===== src/rtl/mem_arbiter_if.sv =====
// mem_arbiter_if
// Bundles the load requester port, the store requester port and the byte-wide
// single-port memory bus that the arbiter serialises them onto.
//   load port  : ld_req/ld_addr/ld_size in, ld_grant/ld_done/ld_data/ld_err out
//   store port : st_req/st_addr/st_size/st_data in, st_grant/st_done/st_err out
//   memory bus : mem_re/mem_wr/mem_address/mem_wdata out, mem_rdata in
// The slave modport is the arbiter's view; the master modport is the view of
// whatever drives the requests and models the memory.
interface mem_arbiter_if #(
    parameter int ADDR_WIDTH = 20,
    parameter int DATA_WIDTH = 32
);
    logic                  ld_req;
    logic [ADDR_WIDTH-1:0] ld_addr;
    logic [1:0]            ld_size;
    logic                  ld_grant;
    logic                  ld_done;
    logic [DATA_WIDTH-1:0] ld_data;
    logic                  ld_err;

    logic                  st_req;
    logic [ADDR_WIDTH-1:0] st_addr;
    logic [1:0]            st_size;
    logic [DATA_WIDTH-1:0] st_data;
    logic                  st_grant;
    logic                  st_done;
    logic                  st_err;

    logic                  mem_re;
    logic                  mem_wr;
    logic [ADDR_WIDTH-1:0] mem_address;
    logic [7:0]            mem_wdata;
    logic [7:0]            mem_rdata;

    modport slave (
        input  ld_req, ld_addr, ld_size,
        output ld_grant, ld_done, ld_data, ld_err,
        input  st_req, st_addr, st_size, st_data,
        output st_grant, st_done, st_err,
        output mem_re, mem_wr, mem_address, mem_wdata,
        input  mem_rdata
    );

    modport master (
        output ld_req, ld_addr, ld_size,
        input  ld_grant, ld_done, ld_data, ld_err,
        output st_req, st_addr, st_size, st_data,
        input  st_grant, st_done, st_err,
        input  mem_re, mem_wr, mem_address, mem_wdata,
        output mem_rdata
    );
endinterface


===== src/rtl/mem_arbiter.sv =====
// mem_arbiter
// Arbitrates a load port and a store port onto a byte-wide single-port memory.
// Each accepted request is split into 1, 2 or 4 little-endian byte beats.
// Ports:
//   clk  - single clock, rising edge
//   rst  - asynchronous, active-low reset
//   bus  - mem_arbiter_if.slave carrying both requester ports and the memory bus
// DATA_WIDTH must be at least 32 so a word transfer fits the data registers.
module mem_arbiter #(
    parameter int ADDR_WIDTH = 20,
    parameter int DATA_WIDTH = 32
) (
    input  logic           clk,
    input  logic           rst,
    mem_arbiter_if.slave   bus
);

    typedef enum logic [2:0] {IDLE, READ, RFIN, WRITE, DONE} state_t;

    state_t                state;
    logic [1:0]            beat;
    logic [1:0]            prev_beat;
    logic [1:0]            last_beat;
    logic [ADDR_WIDTH-1:0] lat_addr;
    logic [1:0]            lat_size;
    logic [DATA_WIDTH-1:0] lat_data;
    logic                  lat_st;
    logic                  last_st;
    logic [DATA_WIDTH-1:0] rd_buf;
    logic [DATA_WIDTH-1:0] rd_final;
    logic [DATA_WIDTH-1:0] ld_data_q;
    logic                  ld_err_q;
    logic                  st_err_q;

    logic                  ld_win;
    logic                  st_win;
    logic [ADDR_WIDTH-1:0] sel_addr;
    logic [1:0]            sel_size;
    logic                  sel_err;

    // Illegal size or an address not aligned to the access size.
    function automatic logic size_err(input logic [1:0] size, input logic [1:0] addr_lo);
        logic err;
        case (size)
            2'b00:   err = 1'b0;
            2'b01:   err = addr_lo[0];
            2'b10:   err = (addr_lo != 2'b00);
            default: err = 1'b1;
        endcase
        return err;
    endfunction

    // Grant decision: only in IDLE and never while reset is held, so every
    // output is quiet during reset. On a tie the port not served last wins.
    always_comb begin
        ld_win = 1'b0;
        st_win = 1'b0;
        if (rst && state == IDLE) begin
            if (bus.ld_req && bus.st_req) begin
                if (last_st) ld_win = 1'b1;
                else         st_win = 1'b1;
            end else if (bus.ld_req) begin
                ld_win = 1'b1;
            end else if (bus.st_req) begin
                st_win = 1'b1;
            end
        end
    end

    // Fields of whichever port is winning this cycle.
    always_comb begin
        sel_addr = st_win ? bus.st_addr : bus.ld_addr;
        sel_size = st_win ? bus.st_size : bus.ld_size;
        sel_err  = size_err(sel_size, sel_addr[1:0]);
    end

    // Index of the final beat of the latched transfer; size 11 never gets here.
    always_comb begin
        case (lat_size)
            2'b00:   last_beat = 2'd0;
            2'b01:   last_beat = 2'd1;
            default: last_beat = 2'd3;
        endcase
        prev_beat = beat - 2'd1;
    end

    // The last read byte arrives in RFIN, so merge it straight into the
    // result rather than spending another cycle storing it in rd_buf.
    always_comb begin
        rd_final = rd_buf;
        rd_final[8*last_beat +: 8] = bus.mem_rdata;
    end

    // Main FSM. Read data returns one cycle after its strobe, so while in
    // READ the byte captured belongs to the previous beat. ld_data/ld_err and
    // st_err only change when a transfer of that port completes.
    always_ff @(posedge clk or negedge rst) begin
        if (!rst) begin
            state     <= IDLE;
            beat      <= 2'd0;
            lat_addr  <= '0;
            lat_size  <= 2'b00;
            lat_data  <= '0;
            lat_st    <= 1'b0;
            last_st   <= 1'b1;
            rd_buf    <= '0;
            ld_data_q <= '0;
            ld_err_q  <= 1'b0;
            st_err_q  <= 1'b0;
        end else begin
            case (state)
                IDLE: begin
                    if (ld_win || st_win) begin
                        lat_addr <= sel_addr;
                        lat_size <= sel_size;
                        lat_data <= bus.st_data;
                        lat_st   <= st_win;
                        last_st  <= st_win;
                        beat     <= 2'd0;
                        rd_buf   <= '0;
                        if (sel_err) begin
                            state <= DONE;
                            if (st_win) begin
                                st_err_q <= 1'b1;
                            end else begin
                                ld_err_q  <= 1'b1;
                                ld_data_q <= '0;
                            end
                        end else begin
                            state <= st_win ? WRITE : READ;
                        end
                    end
                end
                READ: begin
                    if (beat != 2'd0) rd_buf[8*prev_beat +: 8] <= bus.mem_rdata;
                    if (beat == last_beat) state <= RFIN;
                    else                   beat  <= beat + 2'd1;
                end
                RFIN: begin
                    ld_data_q <= rd_final;
                    ld_err_q  <= 1'b0;
                    state     <= DONE;
                end
                WRITE: begin
                    if (beat == last_beat) begin
                        st_err_q <= 1'b0;
                        state    <= DONE;
                    end else begin
                        beat <= beat + 2'd1;
                    end
                end
                DONE: begin
                    beat  <= 2'd0;
                    state <= IDLE;
                end
                default: state <= IDLE;
            endcase
        end
    end

    // Memory bus and completion pulses are pure decodes of registered state,
    // so an asynchronous reset drops them immediately.
    always_comb begin
        bus.ld_grant    = ld_win;
        bus.st_grant    = st_win;
        bus.ld_done     = (state == DONE) && !lat_st;
        bus.st_done     = (state == DONE) && lat_st;
        bus.ld_data     = ld_data_q;
        bus.ld_err      = ld_err_q;
        bus.st_err      = st_err_q;
        bus.mem_re      = (state == READ);
        bus.mem_wr      = (state == WRITE);
        bus.mem_address = '0;
        bus.mem_wdata   = 8'h00;
        if (state == READ || state == WRITE) begin
            bus.mem_address = lat_addr + {{(ADDR_WIDTH-2){1'b0}}, beat};
        end
        if (state == WRITE) begin
            bus.mem_wdata = lat_data[8*beat +: 8];
        end
    end

endmodule

===== src/flat_wrapper.sv =====
// flat-port wrapper written by rule: the top's interface ports become plain ports
module mem_arbiter_flat 
#(
    parameter int ADDR_WIDTH = 20,
    parameter int DATA_WIDTH = 32
)
  (clk, rst, bus_ld_req, bus_ld_addr, bus_ld_size, bus_ld_grant, bus_ld_done, bus_ld_data, bus_ld_err, bus_st_req, bus_st_addr, bus_st_size, bus_st_data, bus_st_grant, bus_st_done, bus_st_err, bus_mem_re, bus_mem_wr, bus_mem_address, bus_mem_wdata, bus_mem_rdata);
  mem_arbiter_if #(.ADDR_WIDTH(ADDR_WIDTH), .DATA_WIDTH(DATA_WIDTH)) bus_i ();
  input  logic clk;
  input  logic rst;
  input wire logic [$bits(bus_i.ld_req)-1:0] bus_ld_req;
  input wire logic [$bits(bus_i.ld_addr)-1:0] bus_ld_addr;
  input wire logic [$bits(bus_i.ld_size)-1:0] bus_ld_size;
  output wire logic [$bits(bus_i.ld_grant)-1:0] bus_ld_grant;
  output wire logic [$bits(bus_i.ld_done)-1:0] bus_ld_done;
  output wire logic [$bits(bus_i.ld_data)-1:0] bus_ld_data;
  output wire logic [$bits(bus_i.ld_err)-1:0] bus_ld_err;
  input wire logic [$bits(bus_i.st_req)-1:0] bus_st_req;
  input wire logic [$bits(bus_i.st_addr)-1:0] bus_st_addr;
  input wire logic [$bits(bus_i.st_size)-1:0] bus_st_size;
  input wire logic [$bits(bus_i.st_data)-1:0] bus_st_data;
  output wire logic [$bits(bus_i.st_grant)-1:0] bus_st_grant;
  output wire logic [$bits(bus_i.st_done)-1:0] bus_st_done;
  output wire logic [$bits(bus_i.st_err)-1:0] bus_st_err;
  output wire logic [$bits(bus_i.mem_re)-1:0] bus_mem_re;
  output wire logic [$bits(bus_i.mem_wr)-1:0] bus_mem_wr;
  output wire logic [$bits(bus_i.mem_address)-1:0] bus_mem_address;
  output wire logic [$bits(bus_i.mem_wdata)-1:0] bus_mem_wdata;
  input wire logic [$bits(bus_i.mem_rdata)-1:0] bus_mem_rdata;
  assign bus_i.ld_req = bus_ld_req;
  assign bus_i.ld_addr = bus_ld_addr;
  assign bus_i.ld_size = bus_ld_size;
  assign bus_ld_grant = bus_i.ld_grant;
  assign bus_ld_done = bus_i.ld_done;
  assign bus_ld_data = bus_i.ld_data;
  assign bus_ld_err = bus_i.ld_err;
  assign bus_i.st_req = bus_st_req;
  assign bus_i.st_addr = bus_st_addr;
  assign bus_i.st_size = bus_st_size;
  assign bus_i.st_data = bus_st_data;
  assign bus_st_grant = bus_i.st_grant;
  assign bus_st_done = bus_i.st_done;
  assign bus_st_err = bus_i.st_err;
  assign bus_mem_re = bus_i.mem_re;
  assign bus_mem_wr = bus_i.mem_wr;
  assign bus_mem_address = bus_i.mem_address;
  assign bus_mem_wdata = bus_i.mem_wdata;
  assign bus_i.mem_rdata = bus_mem_rdata;
  mem_arbiter #(.ADDR_WIDTH(ADDR_WIDTH), .DATA_WIDTH(DATA_WIDTH)) u_core (.clk(clk), .rst(rst), .bus(bus_i));
endmodule

===== config.mk =====
export PLATFORM = sky130hd
export DESIGN_NAME = mem_arbiter_flat
export DESIGN_NICKNAME = d
export VERILOG_FILES = /design/src/rtl/mem_arbiter_if.sv /design/src/rtl/mem_arbiter.sv /design/src/flat_wrapper.sv
export SDC_FILE = /design/constraint.sdc
export NUM_CORES = 1
export LEC_CHECK = 0
export ABC_CLOCK_PERIOD_IN_PS = 3400
export BUFFER_PORTS_ARGS = -buffer_cell sky130_fd_sc_hd__buf_2
export CAP_MARGIN = 20
export CORE_MARGIN = 2
export CORE_UTILIZATION = 50
export DETAILED_ROUTE_END_ITERATION = 16
export PLACE_DENSITY = 0.75
export SLEW_MARGIN = 20
export SYNTH_ARGS = -nofsm -noshare
export SYNTH_HDL_FRONTEND = slang
export SYNTH_SLANG_ARGS = --single-unit

===== constraint.sdc =====
create_clock -name clk -period 3.4 [get_ports clk]
set_input_delay 0.51 -clock clk [delete_from_list [all_inputs] [get_ports clk]]
set_output_delay 0.51 -clock clk [all_outputs]
set_load 0.01 [all_outputs]

After elaboration in Yosys (flattened, before gate mapping). Cells that the tools add are included.

Bits in registers: 127. Bits of input ports: 88. Output and inout bits: 68. Word-level logic and storage cells: 102.

Add/sub/neg operators: 5. Eq/ne operators: 16. Shift operators: 5. Muxes and demuxes: 42. Reduce and logical (&&, ||, !) cells: 23.

Operators by type and width (number): $mux W32 (5); $pmux W32 S2 (2); $neg A5 Y34 (2); $shift A8 B34 Y32 const A (2); $shiftx A8 B34 Y32 (2); $bwmux W32 (2); $mux W20 (2); $shiftx A32 B6 Y8 (1); $add A20 B2 Y20 (1); $mux W1 (16); $mux W3 (4); $pmux W3 S4 (1); $ne A2 B1 Y1 const B (5); $reduce_bool A2 Y1 (5); $reduce_and A3 Y1 (3); $mux W2 (4); $mux W8 (1); $eq A3 B2 Y1 const B (2); $ne A2 B2 Y1 const B (3); $pmux W2 S3 (1); $reduce_and A5 Y1 (1); $eq A2 B1 Y1 const B (2); $logic_and A1 B1 Y1 (4); $logic_not A2 Y1 (2); other kinds (16) (18).

Depth between registers and ports, before layout.
Word-level depth: 10. Gate-level depth with buffers: 7. Depth with buffers taken out: 7.

Worst setup path before layout. No wires, ideal clock.

Path type: reg-to-output. Start: reg u_core.beat[1]. End: out bus_mem_address[14]. Data arrival time: 2.604 ns. Required time: 2.890 ns. Slack: 0.286 ns. Stages on the path, launching flop included: 8. Path through: dfrtp_1 -> buf_1 -> inv_1 -> fa_1 -> nand4b_1 -> or2_2 -> or3_1 -> a21oi_1.

Longest elaborated chain between the ends: 2.

RTL lines: start: declaration (RTL line mem_arbiter.sv:21) `logic [1:0] beat;`; start signal: assignment (RTL line mem_arbiter.sv:137) `else beat <= beat + 2'd1;`; start signal: assignment (RTL line mem_arbiter.sv:149) `beat <= beat + 2'd1;`; $add A20 B2 Y20 (RTL line mem_arbiter.sv:176) `bus.mem_address = lat_addr + {{(ADDR_WIDTH-2){1'b0}}, beat};`; $mux W20 (RTL line mem_arbiter.sv:175) `if (state == READ || state == WRITE) begin`; end: declaration (RTL line flat_wrapper.sv:27) `output wire logic [$bits(bus_i.mem_address)-1:0] bus_mem_address;`.

Every way passes these cells.

Final worst setup path.
Start: reg u_core.beat[1]. End: out bus_mem_address[16].

The elaborated chain is that of the path after synthesis.

==> impl_results.md <==
* Outcome: finished, final reports clean
* #FFs+latches synth at 127
* Global Route Usage Sum at 23.55%
* Max-slew violation count at 0
* TritonCTS clock tree: done
* Share of layout cells above drive strength 1 at 30.57%
* Drt total wl at 16390 microns
* CP cell instances: inv_1 > fa_2 > nand4b_1 > or2_2 > or3_1 > a21oi_1 > buf_2
* Dominant synthesized flop cell: dfrtp_1
* Ys async rst share at 100.0%
* Leading area contributor after synthesis: dfrtp_1
* Final ANT Viol Nets at 0
* Final min period at 3212 ps
* Crit. Startpoint: u_core.beat[1]$_DFFE_PN0P_
* Max-cap violations at 0
* Initial antenna violation count at 0
* Leakage at 3.725 nW
* Iter 0 DRT Violations at 397
* CTS H-tree lvls at 4
* Synth cell types at 55
* Num Clock Sinks at 127
* Clock skew at 10.67 ps
* ANT cells at 0
* DRC violations left at 0
* Row count at 42
* Die Height at 119.5 microns
* Critical path arrival at 2700 ps
* Internal power at 0.004492 W
* Placer Congestion at 0.8266
* Skew-Pair Late Insertion Delay at 420 ps
* R2R Path Start: u_core.state[1]$_DFFE_PN0P_
* Slew @ Worst Pin at 979.8 ps
* NumNets Final at 907
* # IOs at 156
* Crit path max fanout at 8
* Pwr dens at 861.1 nW/um^2
* Logic pwr share at 37.0%
* Most frequent cells in the layout: buf_2 (154), dfrtp_1 (126), nand2_1 (112), nor2_1 (64), mux2i_1 (52)
* CORE AREA at 13140 sq um
* Total CTS buffers at 17
* Worst Setup End Kind: output port
* CTS clk-pin slew, worst paths at 50 ps
* Largest net degree at the start of global routing at 68
* Worst setup SP type: register
* Clk root buf: clkbuf_16
* Switching share of power at 35.80%
* Critical hold path startpoint: bus_st_data[29]
* First-pass DRT Iterations at 5
* Number of I/O port buffers at 155
* CP max stage cell: fa_2
* First-pass GRT wire length at 26610 microns
* Share of the synthesized area in the top cell type at 47.30%
* Setup TNS at 0 ps
* Max-slew headroom at 34.68%
* Area Growth Syn to Fin at 21.90%
* Post-DR wirelength/cell at 16.44 microns
* Die area at 14270 sq um
* Clock buffer depth at 2
* Sw Pwr at 0.002506 W
* Worst path required time at 2890 ps
* Worst Hold Class: input pin to register
* Clock power share at 26.7%
* RSZ-0062 raised after global routing: no
* Commonest non-fill, non-tap cell in the layout: buf_2
* Hpwl dp at 11260 microns
* DIE WIDTH at 119.5 microns
* Synth warnings at 0
* Gr ovfl total at 0
* Fin. Hold Viols at 0
* DR vias at 5437
* Critical path type: register to output port
* Synthesized area per cell at 9.995 sq um
* Post-Syn Area at 6666 sq um
* Vias in the first global route at 5495
* Place WS at 554.8 ps
* Syn_nets at 764
* Peak VDD IR at 425.3 uV
* Initial core utilization at 50.74%
* CP max stage delay at 440 ps
* Post-Syn Instances at 667
* Post-route setup slack at 188.2 ps
* Tcrit/Tclk final at 94.47%
* Reg power frac at 36.3%
* Largest cells by area after synthesis: dfrtp_1 (47%), mux2i_1 (7.8%), nand2_1 (6.3%)
* Setup violations, final at 0
* Post-synth EDFFs at 0
* DR vias/cell at 5.453
* CTS Hold Buffers Added at 0
* Fmax achieved at 311.3 MHz
* Seq/Total Area, Yosys at 47.69%
## final cells by class
cell class / instances / area [sq um]
repair buffers: 166 / 860.8
multi-input cells: 454 / 3092
well taps: 176 / 220.2
flip-flops and latches: 127 / 3179
clock buffers: 25 / 505.5
clock inverters: 5 / 102.6
inverters: 44 / 166.4
fillers: 1108 / 5011
## worst max-delay path: cells and delay by family (launching register included)
family / cells / cell delay (ps)
DFF: 1 / 370
adders and majority gates: 1 / 440
buffers and inverters: 2 / 340
and+or+nand+nor: 3 / 1000
AOI/OAI and AO/OA: 1 / 140
## power groups by stage
| stage | Sequential [W] | Combinational (W) | Clock [W] |
|---|---|---|---|
| global route | 0.00261 | 0.00285 | 0.00195 |
| CTS | 0.00253 | 0.00260 | 0.00189 |
| finish | 0.00254 | 0.00259 | 0.00187 |
| detailed placement | 0.00255 | 0.00257 | 0 |
| floorplan | 0.00245 | 0.00195 | 0 |
| global placement | 0.00251 | 0.00248 | 0 |
## repair_timing
action                                  in CTS  in global routing
buffers inserted                             0                  2
resized for setup                            0                  1
endpoints found under the setup margin       0                  3
## per-stage QoR
stage	hold WS [ps]	instance area, sq um	instances	util [%]	total power, W
after floorplan	214.4	6666	667	-	0.004404
after global placement	452.3	7501	965	57.10	0.004990
after detailed placement	458.1	7501	965	57.10	0.005121
after CTS	310.4	8109	995	61.72	0.007016
after global routing	319.6	8127	997	61.86	0.007418
final	323.1	8127	997	61.86	0.006998
## metal layers
| layer | vias to the layer above | global-route usage, % | routed length (microns) |
|---|---|---|---|
| met4 | 0 | 10.37 | 378 |
| met3 | 32 | 5.556 | 919 |
| li1 | 2590 | - | - |
| met2 | 190 | 38.57 | 8194 |
| met1 | 2625 | 29.82 | 6895 |
| met5 | - | 0 | 0 |
## final timing paths
check / end / slack (ps) / cells past startpoint
setup / recovery: bus_mem_address[16] / 190 / 7
hold / removal: u_core.lat_data[29]$_DFFE_PN0P_ / 320 / 2
setup reg to reg: u_core.lat_addr[16]$_DFFE_PN0P_ / 870 / 5
hold reg to reg: u_core.last_st$_DFFE_PN1P_ / 470 / 2
max in group asynchronous: u_core.rd_buf[7]$_DFFE_PN0P_ / 1750 / 3
min in group asynchronous: u_core.bus.ld_data[26]$_DFFE_PN0P_ / 330 / 2
## flip-flops by register name, summed over array words and instances (netlist names)
register / cells
u_core.lat_st: 1
u_core.last_st: 1
u_core.lat_addr: 20
u_core.lat_size: 2
u_core.rd_buf: 32
u_core.bus.ld_err: 1
u_core.bus.ld_data: 32
u_core.bus.st_err: 1
u_core.lat_data: 32
u_core.beat: 2
u_core.state: 3
## Yosys cell counts (2+ instances only)
| master | instances |
|---|---|
| nor4_1 | 2 |
| nor3_1 | 3 |
| o21a_1 | 8 |
| nand3_1 | 7 |
| dfrtp_1 | 126 |
| and3_1 | 10 |
| nand2_1 | 112 |
| nand4_1 | 5 |
| mux2_2 | 32 |
| buf_1 | 5 |
| or2_2 | 2 |
| nor2b_1 | 2 |
| xor2_1 | 2 |
| nor4_4 | 3 |
| mux2i_1 | 52 |
| buf_2 | 9 |
| a31oi_1 | 20 |
| a311oi_1 | 8 |
| xnor2_1 | 9 |
| a21oi_1 | 20 |
| or3_1 | 7 |
| clkbuf_1 | 13 |
| o22ai_1 | 3 |
| nand2b_1 | 4 |
| buf_4 | 10 |
| o21ai_0 | 23 |
| ha_1 | 8 |
| a211oi_1 | 17 |
| o31ai_1 | 2 |
| and4_1 | 2 |
| nor2_1 | 64 |
| buf_6 | 4 |
| inv_1 | 43 |
| and2_1 | 2 |
| mux4_2 | 8 |
## cell families after synthesis
group | Yosys count | share of synthesized area (%)
muxes | 92 | 15.92
DFF | 127 | 47.69
AOI/OAI and AO/OA | 107 | 10.38
buffers and inverters | 86 | 6.062
and+or+nand+nor | 235 | 16.70
adders and majority gates | 9 | 1.802
xor gates and xnor gates | 11 | 1.445
Power figures use the tool's default switching activity.
